--- src/rtl/ethernet_type_pkg.sv ---
// Shared IEEE EtherType code points used across the FrameLink
// generator and checker path.
package ethernet_type_pkg;

   localparam logic [15:0] ETH_TYPE_MIN     = 16'h0600;
   localparam logic [15:0] ETH_TYPE_IPV4    = 16'h0800;
   localparam logic [15:0] ETH_TYPE_ARP     = 16'h0806;
   localparam logic [15:0] ETH_TYPE_RARP    = 16'h8035;
   localparam logic [15:0] ETH_TYPE_IPV6    = 16'h86DD;
   localparam logic [15:0] ETH_TYPE_MPLS_UC = 16'h8847;
   localparam logic [15:0] ETH_TYPE_MPLS_MC = 16'h8848;
   localparam logic [15:0] ETH_TYPE_VLAN    = 16'h8100;
   localparam logic [15:0] ETH_TYPE_QINQ    = 16'h88A8;
   localparam logic [15:0] ETH_TYPE_Q9100   = 16'h9100;
   localparam logic [15:0] ETH_TYPE_Q9200   = 16'h9200;
   localparam logic [15:0] ETH_TYPE_Q9300   = 16'h9300;

endpackage

--- src/rtl/fl_ethtype_classifier_pkg.sv ---
// Types and constants for the EtherType classifier.
// Stats build selected by FL_ETHTYPE_CLASSIFIER_STATS_EN.
package fl_ethtype_classifier_pkg;

   import ethernet_type_pkg::*;

   typedef enum logic [2:0] {
      CLS_RUNT     = 3'd0,
      CLS_IPV4     = 3'd1,
      CLS_IPV6     = 3'd2,
      CLS_MPLS     = 3'd3,
      CLS_ARP      = 3'd4,
      CLS_RARP     = 3'd5,
      CLS_OTHER    = 3'd6,
      CLS_VLAN_OVF = 3'd7
   } eth_class_e;

   typedef enum logic [2:0] {
      ST_IDLE,
      ST_MAC,
      ST_TYPE,
      ST_TCI,
      ST_SKIP
   } walk_state_e;

   typedef struct packed {
      eth_class_e  cls;
      logic [2:0]  vlan_cnt;
      logic [7:0]  l3_off;
   } res_t;

   localparam int unsigned ETH_HDR_WORDS  = 6;
   localparam int unsigned L3_BASE_OFFSET = 14;
   localparam int unsigned TPID_NUM       = 5;

   localparam logic [15:0] TPID_LIST [TPID_NUM] = '{
      ETH_TYPE_VLAN,
      ETH_TYPE_QINQ,
      ETH_TYPE_Q9100,
      ETH_TYPE_Q9200,
      ETH_TYPE_Q9300
   };

`ifdef FL_ETHTYPE_CLASSIFIER_STATS_EN
   localparam bit STATS_EN = 1'b1;
`else
   localparam bit STATS_EN = 1'b0;
`endif

   function automatic logic is_tpid(input logic [15:0] w);
      logic hit;
      hit = 1'b0;
      for (int i = 0; i < TPID_NUM; i++)
         hit = hit | (w == TPID_LIST[i]);
      return hit;
   endfunction

   function automatic logic [7:0] l3_offset(input logic [2:0] v);
      return 8'(L3_BASE_OFFSET) + {3'b000, v, 2'b00};
   endfunction

endpackage

--- src/rtl/fl_ethtype_classifier_if.sv ---
// FrameLink receive stream plus classification result channel.
// slave = classifier side, master = source/consumer side.
interface fl_ethtype_classifier_if;

   logic [15:0] RX_DATA;
   logic        RX_SOF_N;
   logic        RX_EOF_N;
   logic        RX_SRC_RDY_N;
   logic        RX_DST_RDY_N;
   logic        RES_VLD;
   logic        RES_RDY;
   logic [2:0]  RES_CLASS;
   logic [2:0]  RES_VLAN_CNT;
   logic [7:0]  RES_L3_OFFSET;

   modport master (
      output RX_DATA, RX_SOF_N, RX_EOF_N,
      output RX_SRC_RDY_N, RES_RDY,
      input  RX_DST_RDY_N, RES_VLD,
      input  RES_CLASS, RES_VLAN_CNT,
      input  RES_L3_OFFSET
   );

   modport slave (
      input  RX_DATA, RX_SOF_N, RX_EOF_N,
      input  RX_SRC_RDY_N, RES_RDY,
      output RX_DST_RDY_N, RES_VLD,
      output RES_CLASS, RES_VLAN_CNT,
      output RES_L3_OFFSET
   );

endinterface

--- src/rtl/fl_ethtype_classifier_decode.sv ---
// Combinational EtherType word decoder: TPID flag and class.
module fl_ethtype_decode
   import fl_ethtype_classifier_pkg::*;
   import ethernet_type_pkg::*;
(
   input  logic [15:0] word_i,
   output logic        tpid_o,
   output eth_class_e  class_o
);

   always_comb begin
      tpid_o  = is_tpid(word_i);
      class_o = CLS_OTHER;
      unique case (1'b1)
         (word_i == ETH_TYPE_IPV4):    class_o = CLS_IPV4;
         (word_i == ETH_TYPE_IPV6):    class_o = CLS_IPV6;
         (word_i == ETH_TYPE_MPLS_UC),
         (word_i == ETH_TYPE_MPLS_MC): class_o = CLS_MPLS;
         (word_i == ETH_TYPE_ARP):     class_o = CLS_ARP;
         (word_i == ETH_TYPE_RARP):    class_o = CLS_RARP;
         default:                      class_o = CLS_OTHER;
      endcase
   end

endmodule

--- src/rtl/fl_ethtype_classifier.sv ---
// Ethernet header walker: skips VLAN tags, classifies EtherType.
// FL_ETHTYPE_CLASSIFIER_STATS_EN adds per-class frame counters.
module fl_ethtype_classifier
   import fl_ethtype_classifier_pkg::*;
#(
   parameter int unsigned MAX_VLAN = 2
) (
   input  logic        CLK,
   input  logic        RESET_N,
`ifdef FL_ETHTYPE_CLASSIFIER_STATS_EN
   input  logic [2:0]  STAT_SEL,
   input  logic        STAT_CLR,
   output logic [31:0] STAT_CNT,
`endif
   fl_ethtype_classifier_if.slave fl
);

   localparam logic [2:0] MAX_V    = 3'(MAX_VLAN);
   localparam logic [2:0] MAC_LAST = 3'(ETH_HDR_WORDS - 1);

   walk_state_e state_q, state_d;
   logic [2:0]  cnt_q, cnt_d;
   logic [2:0]  vlan_q, vlan_d;
   res_t        res_q, res_d;
   logic        vld_q, vld_d;

   logic        stall, acc, sof, eof;
   logic        emit;
   eth_class_e  emit_cls;
   logic [2:0]  emit_vlan;
   logic        dec_tpid;
   eth_class_e  dec_cls;

   fl_ethtype_decode u_dec (
      .word_i  (fl.RX_DATA),
      .tpid_o  (dec_tpid),
      .class_o (dec_cls)
   );

   // Combinational from RES_RDY: only header states hold off the source
   assign stall = vld_q & ~fl.RES_RDY &
                  (state_q inside {ST_MAC, ST_TYPE, ST_TCI});
   assign fl.RX_DST_RDY_N = stall;
   assign acc = ~fl.RX_SRC_RDY_N & ~stall;
   assign sof = ~fl.RX_SOF_N;
   assign eof = ~fl.RX_EOF_N;

   always_comb begin
      state_d   = state_q;
      cnt_d     = cnt_q;
      vlan_d    = vlan_q;
      emit      = 1'b0;
      emit_cls  = CLS_RUNT;
      emit_vlan = vlan_q;
      if (acc) begin
         if (sof) begin
            vlan_d    = '0;
            emit_vlan = '0;
            if (eof) begin
               emit    = 1'b1;
               state_d = ST_IDLE;
            end else begin
               state_d = ST_MAC;
               cnt_d   = 3'd1;
            end
         end else begin
            unique case (state_q)
               ST_IDLE: state_d = ST_IDLE;
               ST_MAC: begin
                  if (eof) begin
                     emit    = 1'b1;
                     state_d = ST_IDLE;
                  end else begin
                     if (cnt_q != 3'd7)
                        cnt_d = cnt_q + 3'd1;
                     if (cnt_q == MAC_LAST)
                        state_d = ST_TYPE;
                  end
               end
               ST_TYPE: begin
                  if (dec_tpid && (vlan_q < MAX_V)) begin
                     vlan_d  = vlan_q + 3'd1;
                     emit    = eof;
                     state_d = eof ? ST_IDLE : ST_TCI;
                  end else begin
                     emit     = 1'b1;
                     emit_cls = dec_tpid ? CLS_VLAN_OVF
                                         : dec_cls;
                     state_d  = eof ? ST_IDLE : ST_SKIP;
                  end
               end
               ST_TCI: begin
                  emit    = eof;
                  state_d = eof ? ST_IDLE : ST_TYPE;
               end
               ST_SKIP: if (eof) state_d = ST_IDLE;
               default: state_d = ST_IDLE;
            endcase
         end
         if (state_d == ST_IDLE)
            cnt_d = '0;
      end
   end

   // A fresh record overrides a same-cycle consume
   always_comb begin
      vld_d = vld_q;
      res_d = res_q;
      if (vld_q && fl.RES_RDY)
         vld_d = 1'b0;
      if (emit) begin
         vld_d          = 1'b1;
         res_d.cls      = emit_cls;
         res_d.vlan_cnt = emit_vlan;
         res_d.l3_off   = l3_offset(emit_vlan);
      end
   end

   always_ff @(posedge CLK or negedge RESET_N) begin
      if (!RESET_N) begin
         state_q <= ST_IDLE;
         cnt_q   <= '0;
         vlan_q  <= '0;
         vld_q   <= 1'b0;
         res_q   <= '0;
      end else begin
         state_q <= state_d;
         cnt_q   <= cnt_d;
         vlan_q  <= vlan_d;
         vld_q   <= vld_d;
         res_q   <= res_d;
      end
   end

   assign fl.RES_VLD       = vld_q;
   assign fl.RES_CLASS     = res_q.cls;
   assign fl.RES_VLAN_CNT  = res_q.vlan_cnt;
   assign fl.RES_L3_OFFSET = res_q.l3_off;

`ifdef FL_ETHTYPE_CLASSIFIER_STATS_EN
   logic [31:0] stat_q [8];
   logic [31:0] stat_cnt_q;

   always_ff @(posedge CLK or negedge RESET_N) begin
      if (!RESET_N) begin
         for (int i = 0; i < 8; i++)
            stat_q[i] <= '0;
         stat_cnt_q <= '0;
      end else begin
         if (STAT_CLR) begin
            for (int i = 0; i < 8; i++)
               stat_q[i] <= '0;
         end else if (emit && (stat_q[emit_cls] != '1)) begin
            stat_q[emit_cls] <= stat_q[emit_cls] + 32'd1;
         end
         stat_cnt_q <= stat_q[STAT_SEL];
      end
   end

   assign STAT_CNT = stat_cnt_q;
`endif

endmodule

--- src/flat_wrapper.sv ---
// flat-port wrapper written by rule: the top's interface ports become plain ports
module fl_ethtype_classifier_flat import fl_ethtype_classifier_pkg::*;
#(
   parameter int unsigned MAX_VLAN = 2
)
  (CLK, RESET_N, fl_RX_DATA, fl_RX_SOF_N, fl_RX_EOF_N, fl_RX_SRC_RDY_N, fl_RES_RDY, fl_RX_DST_RDY_N, fl_RES_VLD, fl_RES_CLASS, fl_RES_VLAN_CNT, fl_RES_L3_OFFSET);
  fl_ethtype_classifier_if fl_i ();
  input  logic CLK;
  input  logic RESET_N;
  input wire logic [$bits(fl_i.RX_DATA)-1:0] fl_RX_DATA;
  input wire logic [$bits(fl_i.RX_SOF_N)-1:0] fl_RX_SOF_N;
  input wire logic [$bits(fl_i.RX_EOF_N)-1:0] fl_RX_EOF_N;
  input wire logic [$bits(fl_i.RX_SRC_RDY_N)-1:0] fl_RX_SRC_RDY_N;
  input wire logic [$bits(fl_i.RES_RDY)-1:0] fl_RES_RDY;
  output wire logic [$bits(fl_i.RX_DST_RDY_N)-1:0] fl_RX_DST_RDY_N;
  output wire logic [$bits(fl_i.RES_VLD)-1:0] fl_RES_VLD;
  output wire logic [$bits(fl_i.RES_CLASS)-1:0] fl_RES_CLASS;
  output wire logic [$bits(fl_i.RES_VLAN_CNT)-1:0] fl_RES_VLAN_CNT;
  output wire logic [$bits(fl_i.RES_L3_OFFSET)-1:0] fl_RES_L3_OFFSET;
  assign fl_i.RX_DATA = fl_RX_DATA;
  assign fl_i.RX_SOF_N = fl_RX_SOF_N;
  assign fl_i.RX_EOF_N = fl_RX_EOF_N;
  assign fl_i.RX_SRC_RDY_N = fl_RX_SRC_RDY_N;
  assign fl_i.RES_RDY = fl_RES_RDY;
  assign fl_RX_DST_RDY_N = fl_i.RX_DST_RDY_N;
  assign fl_RES_VLD = fl_i.RES_VLD;
  assign fl_RES_CLASS = fl_i.RES_CLASS;
  assign fl_RES_VLAN_CNT = fl_i.RES_VLAN_CNT;
  assign fl_RES_L3_OFFSET = fl_i.RES_L3_OFFSET;
  fl_ethtype_classifier #(.MAX_VLAN(MAX_VLAN)) u_core (.CLK(CLK), .RESET_N(RESET_N), .fl(fl_i));
endmodule
--- config.mk ---
export PLATFORM = sky130hd
export DESIGN_NAME = fl_ethtype_classifier_flat
export DESIGN_NICKNAME = d
export VERILOG_FILES = /design/src/rtl/ethernet_type_pkg.sv /design/src/rtl/fl_ethtype_classifier_pkg.sv /design/src/rtl/fl_ethtype_classifier_if.sv /design/src/rtl/fl_ethtype_classifier_decode.sv /design/src/rtl/fl_ethtype_classifier.sv /design/src/flat_wrapper.sv
export SDC_FILE = /design/constraint.sdc
export NUM_CORES = 1
export LEC_CHECK = 0
export CAP_MARGIN = 20
export CELL_PAD_IN_SITES_DETAIL_PLACEMENT = 2
export CELL_PAD_IN_SITES_GLOBAL_PLACEMENT = 2
export CORE_ASPECT_RATIO = 1.4
export CORE_MARGIN = 8
export CORE_UTILIZATION = 28
export CTS_CLUSTER_SIZE = 25
export DETAILED_ROUTE_END_ITERATION = 8
export HOLD_SLACK_MARGIN = 0.02
export PLACE_DENSITY_LB_ADDON = 0.1
export SLEW_MARGIN = 5
export SYNTH_ARGS = -nofsm -noshare
export SYNTH_HDL_FRONTEND = slang
export SYNTH_SLANG_ARGS = --single-unit
--- constraint.sdc ---
create_clock -name CLK -period 2.69 [get_ports CLK]
set_input_delay 0.6725 -clock CLK [delete_from_list [all_inputs] [get_ports CLK]]
set_output_delay 0.6725 -clock CLK [all_outputs]
set_load 0.03 [all_outputs]
==> results.yml, run 1 <==
run_status:
  status: "finished, final reports clean"
drt:
  drcViolationCount: 0
  wl_um: 4394
  vias_per_cell: 5.087
  first_iter_violations: 73
  wl_per_cell_um: 17.37
  firstDrtPassIters: 3
  ant_nets: 0
  vias: 1287
sta:
  finalSetupTns_ps: 0
  finalCriticalPeriod_ps: 2427
  rsz0062_at_grt: "no"
  worst_hold_slack_ps: 480.2
  finalWorstSetupSlack_ps: 263.3
  min_period_over_period_pct: 90.21
  clock_skew_ps: 4.499
  hold_viol_final: 0
  setup_violations: 0
  report.final.slew_viol_count: 0
  clock.fmax_mhz: 412.1
power_and_ir_drop:
  total_power_uw: 668.6
  combPwrFrac_pct: 18.6
  leakage_nw: 0.7516
  power_density_nw_per_um2: 362.5
  max-vdd-ir-drop_mv: 0.1439
  clockPowerShare_pct: 32.6
  p_int_uw: 481.1
  seqPwrFrac_pct: 48.8
  switching_power_uw: 187.5
  switching_share_pct: 28.05
clock_tree:
  clock_latency_ps: 270
  clockBufferDepth: 2
  cts_tree: "yes"
  cts_resized: 0
  cts_buffers: 3
  cts.clk_slew.worst_paths_ps: 80
  cts_hold_buf: 0
  htree_levels: 1
  postCtsSetupRepairBufs: 0
  cts_root_buf: "clkbuf_8"
  cts.sinks: 21
place:
  preCtsSetupSlack_ps: -59.05
  placed_cell_area_um2: 1798
  io_buffer_count: 34
  place.gp.congestion: 0.7711
  dp.cells: 249
  dpl.hpwl_um: 3636
die:
  die_h_um: 98.09
  io_pins: 38
  fp.coreArea_um2: 4730
  die_x_um: 74.63
  initial_core_util_pct: 28.49
  rows: 30
  die_area_um2: 7320
grt:
  grt_max_degree: 22
  top_usage_layer: "met2"
  track_usage_pct: 12.95
  overflow: 0
  gr-usage-met1_pct: 13.15
  grt_use_met3_pct: 1.846
  use_met2_pct: 24.51
  grt_first_pass_wirelength_um: 7410
  grt_pass1_vias: 1523
  antenna_found_initial: 0
yosys:
  synthFlopType: "dfrtp_1"
  synth-seq-cells: 21
  synthesis.area_um2: 1348
  syn_inst: 146
  yosysSeqAreaShare_pct: 39.00
  async_reset_ff_share_pct: 100.0
  ys_warn_count: 0
  avgSynthCellArea_um2: 9.230
  synth-edff-count: 0
  synth_cell_types: 47
finish:
  finish.net_count: 217
  fin_util_pct: 38.99
  fin_cells: 253
  fillers: 563
  postLayoutCellArea_um2: 1844
  drive_gt1_share_pct: 14.29
  diodes: 0
  syn_to_final_growth_pct: 36.86
  final_common_cell: "clkdlybuf4s50_1"
  final_cell_mix: "33 x clkdlybuf4s50_1, 21 x dfrtp_1, 14 x inv_1, 14 x nor2_1, 11 x o21ai_0"
run:
  maxCapViolations: 0
hold_path:
  hp-class: "register to register"
  hold_depth: 1
critical_path:
  worst_setup_path_start_kind: "input port"
  crit_path_end_kind: "register"
  r2r_cells: 7
  path_class: "input port to register"
  arrival_ps: 2590
  required_ps: 2850
  crit_path_max_fanout: 7
[flip-flops by register name, indices dropped and copies added (netlist names)]
name                     cells
u_core.state_q               3
u_core.fl.RES_CLASS          3
u_core.fl.RES_L3_OFFSET      5
u_core.fl.RES_VLAN_CNT       3
u_core.cnt_q                 3
u_core.vlan_q                3
u_core.fl.RES_VLD            1
[kinds of logic (layout without fill, tap and decap cells)]
| family | Yosys count | count (layout) | synth area share, % |
|---|---|---|---|
| AO/OA/AOI/OAI | 35 | 35 | 17.46 |
| XOR/XNOR | 3 | 3 | 1.950 |
| adder cells (fa/ha/maj) | 5 | 5 | 4.643 |
| buffers and inverters | 20 | 61 | 7.056 |
| flip-flops | 21 | 21 | 39.00 |
| multiplexers | 9 | 9 | 7.335 |
| other | 1 | 3 | 0.2783 |
| AND/OR/NAND/NOR | 52 | 52 | 22.29 |
[layer usage]
metal,vias up,part of all wire (%)
met2,27,57
met3,7,3.2
met4,0,2.1
met5,-,0
li1,608,-
met1,645,38
[area by class of cell]
class                      instances  area, um2  area share (%)
clock buffer                       3      41.29           2.239
multi-input combinational        107      734.5           39.82
clock inverter                     1      5.005          0.2714
timing repair buffer              43      405.4           21.98
sequential                        21      525.5           28.49
inverter                          14      52.55           2.849
tap                               64      80.08           4.342
[worst max-delay path, stage by stage]
cell and delay, ps:
clkdlybuf4s50_1 470, nor4b_2 460, nand3_1 220, a21oi_2 230, o21ai_2 150, buf_4 180
or2_1 200
[cell usage after synthesis (2+ instances only)]
library cell / number / area share (%)
a21o_1: 2 / 1.1
a21oi_1: 3 / 1.1
a21oi_2: 2 / 1.3
a31oi_1: 2 / 0.93
buf_4: 3 / 1.7
dfrtp_1: 21 / 39
ha_1: 5 / 4.6
inv_1: 14 / 3.9
mux2_2: 3 / 2.5
mux2i_1: 5 / 3.7
nand2_1: 6 / 1.7
nand2b_1: 3 / 1.4
nand3_1: 4 / 1.5
nand4_1: 3 / 1.4
nor2_1: 14 / 3.9
nor3_1: 5 / 1.9
nor3b_1: 3 / 1.7
nor4_1: 2 / 0.93
nor4b_1: 2 / 1.3
o21ai_0: 11 / 4.1
o21ai_1: 2 / 0.74
o22ai_1: 4 / 1.9
xor2_1: 3 / 2.0
[power groups by stage]
stage	clock network [mW]	logic (mW)	registers [mW]
after floorplan	0	0.0544	0.335
after global placement	0	0.120	0.332
after detailed placement	0	0.125	0.333
after CTS	0.223	0.126	0.327
after global routing	0.235	0.136	0.328
final	0.218	0.124	0.326
[worst paths after layout]
check | slack, ps | end | startpoint
setup / recovery | 260 | u_core.fl.RES_L3_OFFSET[1] | fl_RX_DATA[4]
hold / removal | 480 | u_core.fl.RES_L3_OFFSET[1] | u_core.fl.RES_L3_OFFSET[1]
setup reg to reg | 680 | u_core.fl.RES_L3_OFFSET[5] | u_core.state_q[0]
hold reg to reg | 480 | u_core.fl.RES_L3_OFFSET[1] | u_core.fl.RES_L3_OFFSET[1]
max in group asynchronous | 1710 | u_core.vlan_q[1] | RESET_N
min in group asynchronous | 750 | u_core.fl.RES_VLAN_CNT[2] | RESET_N
Power figures use the tool's default switching activity.
==> run 2: changes to the inputs <==
--- a/config.mk
+++ b/config.mk
@@ -13,6 +13,7 @@
 export CORE_UTILIZATION = 28
 export CTS_CLUSTER_SIZE = 25
 export DETAILED_ROUTE_END_ITERATION = 8
+export GPL_ROUTABILITY_DRIVEN = 0
 export HOLD_SLACK_MARGIN = 0.02
 export PLACE_DENSITY_LB_ADDON = 0.1
 export SLEW_MARGIN = 5
==> results of run 2 <==
No change in the layout: final DEF, timing and power equal those of run 1.
==> run 3: changes to the inputs <==
--- a/config.mk
+++ b/config.mk
@@ -20,3 +20,4 @@
 export SYNTH_ARGS = -nofsm -noshare
 export SYNTH_HDL_FRONTEND = slang
 export SYNTH_SLANG_ARGS = --single-unit
+export TNS_END_PERCENT = 10
==> constraint.sdc (replaced) <==
create_clock -name CLK -period 2.69 [get_ports CLK]
set_input_delay 0.4035 -clock CLK [delete_from_list [all_inputs] [get_ports CLK]]
set_output_delay 0.4035 -clock CLK [all_outputs]
set_load 0.03 [all_outputs]
==> results.yml, run 3 (synthesized netlist as in run 1, its figures left out) <==
run_status:
  status: "finished, final reports clean"
run:
  maxCapViolations: 0
sta:
  finalSetupTns_ps: 0
  rsz0062_at_grt: "no"
  worstMarginPinSlew_ps: 555.6
  clock_skew_ps: 7.853
  setup_violations: 0
  clock.fmax_mhz: 429.1
  slew_headroom_pct: 62.88
  report.final.slew_viol_count: 0
  min_period_over_period_pct: 86.64
  finalCriticalPeriod_ps: 2331
  hold_viol_final: 0
clock_tree:
  clockBufferDepth: 2
  cts_buffers: 3
  postCtsSetupRepairBufs: 0
  htree_levels: 1
  cts.sinks: 21
  cts_hold_buf: 0
  clock_latency_ps: 270
  cts_root_buf: "clkbuf_8"
  cts_tree: "yes"
  cts.clk_slew.worst_paths_ps: 90
  cts_resized: 0
die:
  initial_core_util_pct: 28.49
  io_pins: 38
  die_h_um: 98.09
  fp.coreArea_um2: 4730
  rows: 30
  die_x_um: 74.63
  die_area_um2: 7320
power_and_ir_drop:
  combPwrFrac_pct: 18.3
  switching_power_uw: 186.3
  seqPwrFrac_pct: 48.9
  max-vdd-ir-drop_mv: 0.1412
  switching_share_pct: 27.92
  leakage_nw: 0.7269
  p_int_uw: 481.1
  clockPowerShare_pct: 32.8
  power_density_nw_per_um2: 366.8
grt:
  top_usage_layer: "met2"
  antenna_found_initial: 0
  track_usage_pct: 12.62
  grt_use_met3_pct: 1.744
  use_met2_pct: 24.58
  grt_first_pass_wirelength_um: 7162
  grt_max_degree: 22
  grt_pass1_vias: 1469
  gr-usage-met1_pct: 12.18
  overflow: 0
critical_path:
  crit_path_end_kind: "primary output"
  worst_setup_path_start_kind: "input port"
  max_stage_delay_ps: 710
  cp_cell_sequence: "clkdlybuf4s50_1 > nand2b_1 > nor2_1 > clkdlybuf4s50_1"
  cp_slowest_cell: "clkdlybuf4s50_1"
  cp_common_cell: "clkdlybuf4s50_1"
  path_class: "input port to primary output"
  arrival_ps: 1930
  path_buf_inv: 2
  crit_path_max_fanout: 4
  required_ps: 2290
  cp_top_family: "buffers and inverters"
finish:
  finish.net_count: 213
  final_common_cell: "clkdlybuf4s50_1"
  drive_gt1_share_pct: 11.89
  largest_reg_flops: 5
  syn_to_final_growth_pct: 35.00
  final_cell_mix: "34 x clkdlybuf4s50_1, 21 x dfrtp_1, 14 x inv_1, 14 x nor2_1, 11 x o21ai_0"
  postLayoutCellArea_um2: 1819
  diodes: 0
place:
  io_buffer_count: 34
  placed_cell_area_um2: 1770
  dpl.hpwl_um: 3725
drt:
  firstDrtPassIters: 4
  vias_per_cell: 5.108
  vias: 1272
  ant_nets: 0
  wl_um: 4370
  wl_per_cell_um: 17.55
  drcViolationCount: 0
  first_iter_violations: 30
hold_path:
  hp-class: "input port to asynchronous set/reset pin"
run 3: cell types whose count changed in the layout (fill, tap and decap cells not counted), sizes merged:
cell | previous run | this run
buf | 10 | 5
clkdlybuf4s50 | 33 | 34
clkinv | 1 | 0
clkinvlp | 0 | 1
run 3: area by class of cell:
cell class,count,area (um2)
well taps,64,80.08
multi-input cells,107,734.5
clock inverters,1,7.507
inverters,14,52.55
flip-flops and latches,21,525.5
fillers,547,2910
clock buffers,3,41.29
repair buffers,39,377.9
run 3: power by group through the flow:
stage	Sequential [mW]	Clock, mW	Combinational [mW]
finish	0.326	0.219	0.122
global placement	0.332	0	0.117
CTS	0.327	0.229	0.124
global route	0.327	0.240	0.135
floorplan	0.335	0	0.0544
detailed placement	0.333	0	0.123
run 3: per-stage QoR:
step | instances | total power, mW | setup WS, ps | util (%) | hold slack [ps]
2_1_floorplan | 148 | 0.3889 | 768.3 | - | 107.9
3_3_place_gp | 245 | 0.4495 | 236.2 | 37.43 | 457.5
3_5_place_dp | 245 | 0.4559 | 159.7 | 37.43 | 467.0
4_1_cts | 249 | 0.6797 | 344.9 | 38.47 | 487.7
5_1_grt | 249 | 0.7022 | 251.1 | 38.47 | 491.6
6_report | 249 | 0.6674 | 359.5 | 38.47 | 476.3
run 3: final timing paths:
check | start | end | slack [ps] | depth (start not counted)
setup / recovery | fl_RES_RDY | fl_RX_DST_RDY_N | 360 | 4
hold / removal | RESET_N | u_core.fl.RES_VLAN_CNT[2] | 480 | 2
setup reg to reg | u_core.state_q[0] | u_core.fl.RES_L3_OFFSET[4] | 540 | 6
hold reg to reg | u_core.fl.RES_L3_OFFSET[1] | u_core.fl.RES_L3_OFFSET[1] | 480 | 1
max in group asynchronous | RESET_N | u_core.state_q[2] | 1980 | 2
min in group CLK | u_core.fl.RES_L3_OFFSET[1] | u_core.fl.RES_L3_OFFSET[1] | 480 | 1
run 3: layer usage:
metal / wire (um) / part of all wire [%]
met3: 161 / 3.7
met2: 2599 / 59
met4: 74 / 1.7
met1: 1535 / 35
met5: 0 / 0
